[src/rtl/apb_csb_pkg.sv]
// Shared types and constants for the APB-to-CSB bridge.
// The optional timeout path is selected with APB_CSB_TIMEOUT_EN.
package apb_csb_pkg;

  typedef enum logic [1:0] {
    IDLE    = 2'd0,
    REQ     = 2'd1,
    WAIT_RD = 2'd2,
    DONE    = 2'd3
  } state_e;

  localparam int unsigned APB_AW          = 32;
  localparam int unsigned DATA_W          = 32;
  localparam int unsigned CSB_ADDR_LSB    = 2;
  localparam int unsigned CSB_AW          = 16;
  localparam int unsigned TIMEOUT_DEFAULT = 1024;

endpackage

[src/rtl/apb_csb_timer.sv]
// Saturating cycle counter: cleared on request entry, flags expiry after LIMIT counted cycles.
// Instantiated by the bridge only when APB_CSB_TIMEOUT_EN is defined.
module apb_csb_timer
  import apb_csb_pkg::*;
#(
  parameter int unsigned LIMIT = TIMEOUT_DEFAULT
) (
  input  logic clk_i,
  input  logic rst_i,
  input  logic clear_i,
  input  logic en_i,
  output logic expired_o
);

  localparam int unsigned CW = $clog2(LIMIT + 1);

  logic [CW-1:0] cnt_q, cnt_d;

  // Expiry is seen in the LIMIT-th counted cycle so the FSM leaves on that edge.
  assign expired_o = (cnt_q == CW'(LIMIT - 1));

  always_comb begin
    cnt_d = cnt_q;
    if (clear_i) begin
      cnt_d = '0;
    end else if (en_i && !expired_o) begin
      cnt_d = cnt_q + CW'(1);
    end
  end

  always_ff @(posedge clk_i or posedge rst_i) begin
    if (rst_i) begin
      cnt_q <= '0;
    end else begin
      cnt_q <= cnt_d;
    end
  end

endmodule

[src/rtl/apb_csb_responder.sv]
// APB completer turning each word-aligned access into one NVDLA CSB transaction.
// Define APB_CSB_TIMEOUT_EN to add the request/response timeout and stale-response drain.
module apb_csb_responder
  import apb_csb_pkg::*;
#(
  parameter int unsigned TIMEOUT = TIMEOUT_DEFAULT
) (
  input  logic              clk_i,
  input  logic              rst_i,
  input  logic              psel_i,
  input  logic              penable_i,
  input  logic              pwrite_i,
  input  logic [APB_AW-1:0] paddr_i,
  input  logic [DATA_W-1:0] pwdata_i,
  output logic [DATA_W-1:0] prdata_o,
  output logic              pready_o,
  output logic              pslverr_o,
  output logic              csb_valid_o,
  input  logic              csb_ready_i,
  output logic [CSB_AW-1:0] csb_addr_o,
  output logic [DATA_W-1:0] csb_wdat_o,
  output logic              csb_write_o,
  output logic              csb_nposted_o,
  input  logic              csb_rvalid_i,
  input  logic [DATA_W-1:0] csb_rdata_i
);

  state_e            state_q, state_d;
  logic              accept_c, err_c, capture_c;
  logic              timeout_c, drain_q;

  logic [DATA_W-1:0] prdata_q, prdata_d;
  logic              pready_q, pready_d;
  logic              pslverr_q, pslverr_d;
  logic              csb_valid_q, csb_valid_d;
  logic [CSB_AW-1:0] csb_addr_q, csb_addr_d;
  logic [DATA_W-1:0] csb_wdat_q, csb_wdat_d;
  logic              csb_write_q, csb_write_d;

`ifdef APB_CSB_TIMEOUT_EN
  logic expired_c, drain_d;

  apb_csb_timer #(.LIMIT(TIMEOUT)) u_timer (
    .clk_i     (clk_i),
    .rst_i     (rst_i),
    .clear_i   (accept_c),
    .en_i      ((state_q == REQ) || (state_q == WAIT_RD)),
    .expired_o (expired_c)
  );

  assign timeout_c = expired_c;

  // A read abandoned in WAIT_RD still owes one response; swallow it when it arrives.
  always_comb begin
    drain_d = drain_q;
    if (csb_rvalid_i) drain_d = 1'b0;
    if ((state_q == WAIT_RD) && err_c) drain_d = 1'b1;
  end

  always_ff @(posedge clk_i or posedge rst_i) begin
    if (rst_i) drain_q <= 1'b0;
    else       drain_q <= drain_d;
  end
`else
  assign timeout_c = 1'b0;
  assign drain_q   = 1'b0;
`endif

  logic unused_c;
  assign unused_c = ^{paddr_i[APB_AW-1:CSB_ADDR_LSB+CSB_AW], 32'(TIMEOUT)};

  always_ff @(posedge clk_i or posedge rst_i) begin
    if (rst_i) state_q <= IDLE;
    else       state_q <= state_d;
  end

  always_comb begin
    state_d   = state_q;
    accept_c  = 1'b0;
    err_c     = 1'b0;
    capture_c = 1'b0;
    unique case (state_q)
      IDLE: begin
        if (psel_i && !penable_i) begin
          if (paddr_i[CSB_ADDR_LSB-1:0] == '0) begin
            state_d  = REQ;
            accept_c = 1'b1;
          end else begin
            state_d = DONE;
            err_c   = 1'b1;
          end
        end
      end
      REQ: begin
        if (csb_ready_i) begin
          state_d = csb_write_q ? DONE : WAIT_RD;
        end else if (timeout_c) begin
          state_d = DONE;
          err_c   = 1'b1;
        end
      end
      WAIT_RD: begin
        if (csb_rvalid_i && !drain_q) begin
          state_d   = DONE;
          capture_c = 1'b1;
        end else if (timeout_c) begin
          state_d = DONE;
          err_c   = 1'b1;
        end
      end
      DONE:    state_d = IDLE;
      default: state_d = IDLE;
    endcase
  end

  // Outputs are registered from the next state so pready/valid line up with the FSM.
  always_comb begin
    pready_d    = (state_d == DONE);
    pslverr_d   = err_c;
    csb_valid_d = (state_d == REQ);
    prdata_d    = prdata_q;
    csb_addr_d  = csb_addr_q;
    csb_wdat_d  = csb_wdat_q;
    csb_write_d = csb_write_q;
    if (capture_c) begin
      prdata_d = csb_rdata_i;
    end else if (err_c) begin
      prdata_d = '0;
    end
    if (accept_c) begin
      csb_addr_d  = paddr_i[CSB_ADDR_LSB +: CSB_AW];
      csb_wdat_d  = pwdata_i;
      csb_write_d = pwrite_i;
    end
  end

  always_ff @(posedge clk_i or posedge rst_i) begin
    if (rst_i) begin
      prdata_q    <= '0;
      pready_q    <= 1'b0;
      pslverr_q   <= 1'b0;
      csb_valid_q <= 1'b0;
      csb_addr_q  <= '0;
      csb_wdat_q  <= '0;
      csb_write_q <= 1'b0;
    end else begin
      prdata_q    <= prdata_d;
      pready_q    <= pready_d;
      pslverr_q   <= pslverr_d;
      csb_valid_q <= csb_valid_d;
      csb_addr_q  <= csb_addr_d;
      csb_wdat_q  <= csb_wdat_d;
      csb_write_q <= csb_write_d;
    end
  end

  assign prdata_o      = prdata_q;
  assign pready_o      = pready_q;
  assign pslverr_o     = pslverr_q;
  assign csb_valid_o   = csb_valid_q;
  assign csb_addr_o    = csb_addr_q;
  assign csb_wdat_o    = csb_wdat_q;
  assign csb_write_o   = csb_write_q;
  assign csb_nposted_o = 1'b0;

endmodule

[config.mk]
export PLATFORM = sky130hd
export DESIGN_NAME = apb_csb_responder
export DESIGN_NICKNAME = d
export VERILOG_FILES = /design/src/rtl/apb_csb_pkg.sv /design/src/rtl/apb_csb_timer.sv /design/src/rtl/apb_csb_responder.sv
export SDC_FILE = /design/constraint.sdc
export NUM_CORES = 1
export LEC_CHECK = 0
export CAP_MARGIN = 20
export CORE_MARGIN = 2
export CORE_UTILIZATION = 40
export CTS_CLUSTER_DIAMETER = 60
export DETAILED_ROUTE_END_ITERATION = 12
export DONT_BUFFER_PORTS = 1
export PLACE_DENSITY = 0.58
export SYNTH_ARGS = -nofsm -noshare
export SYNTH_HDL_FRONTEND = slang
export SYNTH_SLANG_ARGS = --single-unit
export TNS_END_PERCENT = 1
[constraint.sdc]
create_clock -name clk_i -period 4.45 [get_ports clk_i]
set_input_delay 0.89 -clock clk_i [delete_from_list [all_inputs] [get_ports clk_i]]
set_output_delay 0.89 -clock clk_i [all_outputs]
set_load 0.01 [all_outputs]
* Yosys cells after proc, flatten, opt, wreduce, memory -nomap -nowiden
Index checks and enable logic that the tools add are counted.
** Operators by class
- Equality and inequality tests :: 5
- Mux-type cells :: 16
- Reduce and logical (&&, ||, !) cells :: 5
** Operator list (number)
- $mux W32 :: 2
- $mux W1 :: 9
- $mux W2 :: 4
- $pmux W2 S4 :: 1
- $eq A2 B2 Y1 const B :: 3
- $eq A2 B1 Y1 const B :: 2
- $logic_not A2 Y1 :: 2
- $reduce_bool A2 Y1 :: 1
- $logic_and A1 B1 Y1 :: 1
- $logic_not A1 Y1 :: 1
** Word-level totals
- Register bits after elaboration :: 86
- Input port bits :: 103
- Word-level logic and storage cells :: 34

* Logic depth before layout (Yosys ltp)
Gate-level depths: netlist of run 1.
- Depth in word-level cells :: 6
- Mapped depth :: 5
- Depth with buffers taken out :: 3

* Least setup slack after synthesis of run 1
No wires, ideal clock.
- Path type :: input to register
- Start :: in paddr_i[1]
- End :: reg csb_wdat_q[16], in the netlist csb_wdat_o[16]
- Data arrival time :: 1.869 ns
- Slack :: 2.456 ns
- Stages :: 5
- Path through :: nor2_1 > nand2_2 > buf_6 > buf_6 > mux2_4
** On the way
- Longest elaborated chain between the ends :: 4
** RTL lines
- start: declaration :: line apb_csb_responder.sv:13 : input logic [APB_AW-1:0] paddr_i,
- $logic_not A2 Y1 :: line apb_csb_responder.sv:85 : if (paddr_i[CSB_ADDR_LSB-1:0] == '0) begin
- $mux W1 :: line apb_csb_responder.sv:85
- $mux W1 :: line apb_csb_responder.sv:84 : if (psel_i && !penable_i) begin
- $mux W1 :: line apb_csb_responder.sv:82 : unique case (state_q)
- end signal: assignment :: line apb_csb_responder.sv:152 : csb_wdat_q <= csb_wdat_d;
- end: declaration :: line apb_csb_responder.sv:37 : logic [DATA_W-1:0] csb_wdat_q, csb_wdat_d;
No other way between the ends.
A chain may end at the register's enable or synchronous reset.

* Final worst setup path of run 1
- Start :: reg state_q[0]
- End :: reg prdata_q[24], in the netlist prdata_o[24]
** On the way
- Longest elaborated chain between the ends :: 3
- Elaborated cells between the ends (all ways) :: 6
- Those cells by class :: eq/ne (1); mux (3); reduce/logical (2)
** RTL lines
- start: declaration :: line apb_csb_responder.sv:28 : state_e state_q, state_d;
- start signal: assignment :: line apb_csb_responder.sv:74 : else state_q <= state_d;
- $eq A2 B2 Y1 / $logic_not A2 Y1 (equally long branches) :: line apb_csb_responder.sv:82
- $mux W1, on equally long branches
- $mux W32 / $reduce_bool A2 Y1 (equally long branches)
- end signal: assignment :: line apb_csb_responder.sv:147 : prdata_q <= prdata_d;
- end: declaration :: line apb_csb_responder.sv:32 : logic [DATA_W-1:0] prdata_q, prdata_d;
Several ways; a longest one is shown, not always the timed one.

==> impl_metrics.toml, run 1 <==
[sta]
timing.setup.tns_ns = 0
timing_max_transition_violations_final = 0
worst-slew-pin-transition_ns = 0.913
remaining_max_slew_budget_at_the_tightest_pin = 0.391
final.setup_skew_ns = 0.0109
timing.final.hold_violations = 0
rsz0062_at_grt = "no"
finalSetupViolCount = 0
fmax_mhz = 514
layout_min_cycle_time_ns = 1.94
post-route-period-util = 0.437

[clock_network]
postCtsResizedCells = 0
postCtsHoldBufs = 0
cts_root_buffer = "clkbuf_8"
clk_latency_worst_skew_pair_ns = 0.34
cts_inserted_buffers = 9
htree_num_levels = 3
clkSlewWorstSetupHoldPaths_ns = 0.08
clock_sink_count = 86
cts.repair_timing.setup_buffer_count = 0
tritoncts = "built"
cts_max_path_buffers = 2

[logic_synthesis]
yosysTopAreaCellShare = 0.637
syn_area_mm2 = 0.00338
seq_area_frac_synth = 0.637
yosysWarnings = 0
synth_area_leader_cell = "dfrtp_1"
post_synth_num_cell_types = 25
mappedNetlistNets = 369
synth.area.top_cells = "dfrtp_1 (64%), mux2_2 (13%), nand2_1 (7.1%)"
avgSynthCellArea_um2 = 12.7
synthCells = 266
synth.ff_latch_count = 86

[pwr]
power.ir.vdd_worst_mv = 0.273
fin_total_pwr_uw = 2570
power_per_cell_area_mw_per_mm2 = 704
p_leak_uw = 0.00168

[detailed_routing]
routed-wl-met2_mm = 3.30
drc_violation_total_after_the_first_tritonroute_iteration = 60
met1Wirelength_mm = 2.63
vias_per_cell = 5.12
first_pass_iters = 6
route.detailed.drc = 0
route.detailed.wl_per_inst_um = 17.6
vias = 1911
totalWireLength_mm = 6.56
met3_length_um = 546
top_layer_used = "met4"
postRouteAntennaNets = 0

[finish]
combined_area_of_the_multi_input_logic_cells_mm2 = 0.00113
filler_cell_count = 775
syn2layout_area_growth_pct = 8.11
seqCellArea_mm2 = 0.00215
final_net_count = 368
insertedDiodeCount = 0
layout_cells_sized_above_1 = 0.269

[global_routing]
first_global_vias = 1832
grt_antenna_before_repair = 0
maximum_number_of_pins_on_one_net_before_global_route_repair = 56
grt.total_usage = 0.139
grt_first_pass_wirelength_mm = 9.70
grt_remaining_overflow = 0

[hold_path]
hold_path.startpoint = "csb_wdat_o[26]"
min_delay_path_depth = 1
min-delay-path-class = "flip-flop to flip-flop"

[critical_path]
setup.worst_path.class = "flip-flop to flip-flop"
critical_path.startpoint_type = "flip-flop"
crit_chain = "or4b_4, nor2_4, o21ai_0"
worstPathBufferInverterCount = 0
timing.critical_path.slowest_cell_delay_ns = 0.60
crit_path_start = "state_q[0]"
timing.critical_path.required_ns = 4.64
critical_path_arrival_ns = 2.13
critical_path.top_delay_family = "simple AND/OR/NAND/NOR gates"
critical_path.reg2reg.startpoint = "state_q[0]"
critical_path.endpoint_type = "flip-flop"
reg2reg_path_depth = 3
critical_path_depth = 3
critical-path-slowest-cell = "or4b_4"
timing.critical_path.fanout_max = 33

[job]
cap_viol_max_count = 0

[floorplanning]
die_h_um = 95.9
core_region_area_mm2 = 0.00822
initial_utilization = 0.411
die-area_mm2 = 0.00919
io-pin-count = 188
placementRows = 33
die-width_um = 95.9

[placed_design]
dpl.hpwl_mm = 4.65
io_buffers = 0
gpl.final_weighted_congestion = 0.679

[outcome]
result_of_the_run = "complete, no violations"
sequential cells by signal, summed over array words and instances (netlist names):
register / count
csb_write_o: 1
csb_addr_o: 16
csb_valid_o: 1
prdata_o: 32
pslverr_o: 1
state_q: 2
pready_o: 1
csb_wdat_o: 32
where the power goes:
part / internal [uW] / switching [uW] / leakage, uW
clock: 253 / 264 / 0.0000842
combinational: 282 / 220 / 0.000513
sequential: 1130 / 419 / 0.00108
through the flow:
step	cells	hold slack [ns]	util	instance area [um^2]	setup slack, ns
6_report	373	0.579	0.444	3650	2.51
5_1_grt	373	0.599	0.444	3650	2.35
4_1_cts	372	0.584	0.443	3640	2.49
3_5_place_dp	358	0.567	0.421	3460	2.15
3_3_place_gp	357	0.563	0.418	3440	1.73
2_1_floorplan	266	0.547	-	3380	1.34
synthesized netlist by cell type:
| library cell | number |
|---|---|
| conb_1 | 1 |
| nor2_1 | 2 |
| nand2b_1 | 1 |
| buf_2 | 6 |
| nand2_1 | 64 |
| a211oi_1 | 1 |
| buf_6 | 2 |
| a21oi_1 | 1 |
| inv_1 | 3 |
| o21ai_1 | 1 |
| nor4b_4 | 1 |
| mux2_4 | 10 |
| o21ai_0 | 31 |
| and3b_1 | 1 |
| a21boi_1 | 1 |
| dfrtp_1 | 86 |
| or4b_4 | 1 |
| nand2_2 | 1 |
| clkbuf_1 | 7 |
| nand3b_1 | 2 |
| buf_4 | 1 |
| nor2b_1 | 1 |
| o221ai_2 | 1 |
| nor2_4 | 1 |
| mux2_2 | 39 |
worst paths after layout:
kind,to,slack [ns]
max in group asynchronous,prdata_o[19],2.94
min,csb_wdat_o[26],0.58
max,prdata_o[24],2.51
min reg2reg,csb_wdat_o[26],0.58
max reg2reg,prdata_o[24],2.51
min in group asynchronous,csb_wdat_o[0],0.59
cell usage in the layout, fill, tap and decap left out, types with 2 or more instances in the layout:
| cell type | count |
|---|---|
| buf_4 | 2 |
| clkbuf_8 | 9 |
| clkinv_2 | 2 |
| clkinvlp_4 | 2 |
| dfrtp_1 | 86 |
| inv_1 | 2 |
| mux2_2 | 39 |
| mux2_4 | 10 |
| nand2_1 | 64 |
| nand3b_1 | 2 |
| nor2_1 | 2 |
| o21ai_0 | 31 |
cells by family after synthesis:
family                 synth area share
other                           0.00111
buffers and inverters            0.0289
AO/OA/AOI/OAI                    0.0578
multiplexers                      0.175
flip-flops                        0.637
AND/OR/NAND/NOR                   0.100
worst register-to-register path: stages, from the launching register on:
cell     delay [ns]
dfrtp_1        0.47
or4b_4         0.60
nor2_4         0.52
o21ai_0        0.20
metal layers:
metal | GRT usage | vias up
li1 | - | 873
met1 | 0.176 | 943
met2 | 0.213 | 89
met3 | 0.0587 | 6
met4 | 0.0500 | 0
met5 | 0 | -
final cells by class:
type                       count  share of cell area
sequential                    86               0.589
inverter                       3             0.00343
tap                          105              0.0360
clock inverter                 4              0.0137
multi-input combinational    161               0.309
timing repair buffer           4              0.0137
clock buffer                  10              0.0350
(Power assumes the default switching activity.)
==> inputs of run 2 (changes only) <==
--- a/config.mk
+++ b/config.mk
@@ -11,7 +11,7 @@
 export CTS_CLUSTER_DIAMETER = 60
 export DETAILED_ROUTE_END_ITERATION = 12
 export DONT_BUFFER_PORTS = 1
-export PLACE_DENSITY = 0.58
+export PLACE_DENSITY = 0.6
 export SYNTH_ARGS = -nofsm -noshare
 export SYNTH_HDL_FRONTEND = slang
 export SYNTH_SLANG_ARGS = --single-unit
==> constraint.sdc (replaced) <==
create_clock -name clk_i -period 1.75 [get_ports clk_i]
set_input_delay 0.35 -clock clk_i [delete_from_list [all_inputs] [get_ports clk_i]]
set_output_delay 0.35 -clock clk_i [all_outputs]
set_load 0.01 [all_outputs]
==> run 2 against run 1 <==
  * Die area unchanged
  * Combinational power rose to 2.6 times the previous value
  * Sequential power rose to 2.5 times the previous value
  * Cell count up 0.80%
  * First-iteration DRC count up 22%
  * Sequential share of layout area down 1.1 points
  * Via count up 0.84%
  * Clock power rose to 2.5 times the previous value
  * Setup slack worse by 2.4 ns
  * Clock skew down 0.0013 ns
  * Critical path depth up 1
  * Power rose to 2.6 times the previous value
  * Largest power group unchanged
==> impl_metrics.toml, run 2 (synthesized netlist as in run 1, its figures left out) <==
[finish]
layout_cells_sized_above_1 = 0.273
layout_commonest_cell = "dfrtp_1"
most-common-layout-cells = "dfrtp_1 (86), nand2_1 (64), mux2_2 (39)"
syn2layout_area_growth_pct = 10.2
final_net_count = 371
filler_cell_count = 764
insertedDiodeCount = 0

[pwr]
power.ir.vdd_worst_mv = 0.884
power_per_cell_area_mw_per_mm2 = 1770
p_leak_uw = 0.00170

[detailed_routing]
route.detailed.drc = 0
postRouteAntennaNets = 0
first_pass_iters = 4
vias_per_cell = 5.13
totalWireLength_mm = 6.65
drc_violation_total_after_the_first_tritonroute_iteration = 73
vias = 1927
route.detailed.wl_per_inst_um = 17.7

[placed_design]
io_buffers = 0
dpl.hpwl_mm = 4.60
gpl.final_weighted_congestion = 0.701
dpl_worst_slack_ns = 0.106

[floorplanning]
placementRows = 33
initial_utilization = 0.411
core_region_area_mm2 = 0.00822
die-area_mm2 = 0.00919
die-width_um = 95.9
die_h_um = 95.9
io-pin-count = 188

[clock_network]
htree_num_levels = 3
postCtsResizedCells = 0
clock_sink_count = 86
cts_root_buffer = "clkbuf_8"
clk_latency_worst_skew_pair_ns = 0.34
cts_max_path_buffers = 2
tritoncts = "built"
clkSlewWorstSetupHoldPaths_ns = 0.08
cts_inserted_buffers = 9

[global_routing]
first_global_vias = 1905
grt_first_pass_wirelength_mm = 9.69
grt.total_usage = 0.139
grt_antenna_before_repair = 0
grt_remaining_overflow = 0
maximum_number_of_pins_on_one_net_before_global_route_repair = 87

[critical_path]
regToRegSetupSlack_ns = 0.11
timing.critical_path.fanout_max = 49
timing.critical_path.required_ns = 1.97
regToRegEndpoint = "csb_wdat_o[20]"
critical_path_arrival_ns = 1.86
critical_path.endpoint_type = "flip-flop"
critical_path.reg2reg.startpoint = "state_q[0]"
setup.worst_path.class = "flip-flop to flip-flop"
critical_path.startpoint_type = "flip-flop"
reg2reg_path_depth = 4

[hold_path]
min-delay-path-class = "input port to flip-flop"
timing.hold.worst_endpoint = "prdata_o[29]"
hold_path.startpoint = "csb_rdata_i[29]"
min_delay_path_depth = 2

[sta]
rsz0062_at_grt = "no"
post-route-period-util = 0.939
fmax_mhz = 608
finalSetupViolCount = 0
timing.final.hold_violations = 0
final.setup_skew_ns = 0.00955
worst_setup_slack_final_ns = 0.107
timing.setup.tns_ns = 0
layout_min_cycle_time_ns = 1.64
timing_max_transition_violations_final = 0

[outcome]
result_of_the_run = "complete, no violations"

[job]
cap_viol_max_count = 0
==> run 2: stage by stage <==
| step | hold WS [ns] | utilization | cells | area (um^2) | total power [uW] |
|---|---|---|---|---|---|
| global route | 0.110 | 0.453 | 376 | 3720 | 7020 |
| finish | 0.125 | 0.453 | 376 | 3720 | 6580 |
| detailed placement | 0.386 | 0.430 | 361 | 3530 | 5350 |
| CTS | 0.101 | 0.453 | 376 | 3720 | 6700 |
| global placement | 0.383 | 0.430 | 361 | 3530 | 5280 |
| floorplan | 0.467 | - | 266 | 3380 | 4890 |
==> run 2: layout make-up <==
type,instances,area [um^2],share of cell area
clock buffer,10,128,0.0343
clock inverter,4,50.0,0.0134
inverter,3,15.0,0.00403
multi-input combinational,161,1130,0.303
sequential,86,2150,0.578
tap,105,131,0.0353
timing repair buffer,7,118,0.0316
==> run 2: repair_timing <==
| action | 4_1_cts | 5_1_grt |
|---|---|---|
| hold endpoints to repair | 4 | 0 |
| buffers inserted | 0 | 0 |
| hold buffers | 1 | 0 |
| setup endpoints to repair | 0 | 0 |
==> run 2: layer usage <==
metal	routed length, um	up-vias	track usage
met4	107	0	0.0548
met5	0	-	0
met1	2470	946	0.164
li1	-	882	-
met3	649	8	0.0595
met2	3420	91	0.224
==> run 2: worst max path at each step <==
stage	startpoint	to	depth (start not counted)
floorplan	state_q[0]	csb_wdat_o[16]	5
global placement	state_q[0]	prdata_o[7]	4
detailed placement	state_q[0]	prdata_o[21]	4
CTS	state_q[0]	prdata_o[21]	4
global route	state_q[0]	csb_wdat_o[20]	4
finish	state_q[0]	csb_wdat_o[20]	4
==> run 2: critical path: stages, from the launching register on <==
cell and delay (ns):
dfrtp_1 0.47, nor4b_4 0.38, nand2_2 0.11, buf_12 0.21
mux2_4 0.32
==> run 2: power breakdown <==
part	internal [uW]	total, uW	leakage [uW]	switching [uW]
Sequential	2880	3950	0.00108	1070
Clock	643	1300	0.0000842	661
Combinational	759	1330	0.000539	568
Total	4290	6580	0.00170	2290
==> inputs of run 3 (changes only) <==
--- a/config.mk
+++ b/config.mk
@@ -11,6 +11,7 @@
 export CTS_CLUSTER_DIAMETER = 60
 export DETAILED_ROUTE_END_ITERATION = 12
 export DONT_BUFFER_PORTS = 1
+export GPL_TIMING_DRIVEN = 1
 export PLACE_DENSITY = 0.6
 export SYNTH_ARGS = -nofsm -noshare
 export SYNTH_HDL_FRONTEND = slang
==> results of run 3 <==
No change in the layout: final DEF, timing and power equal those of run 2.
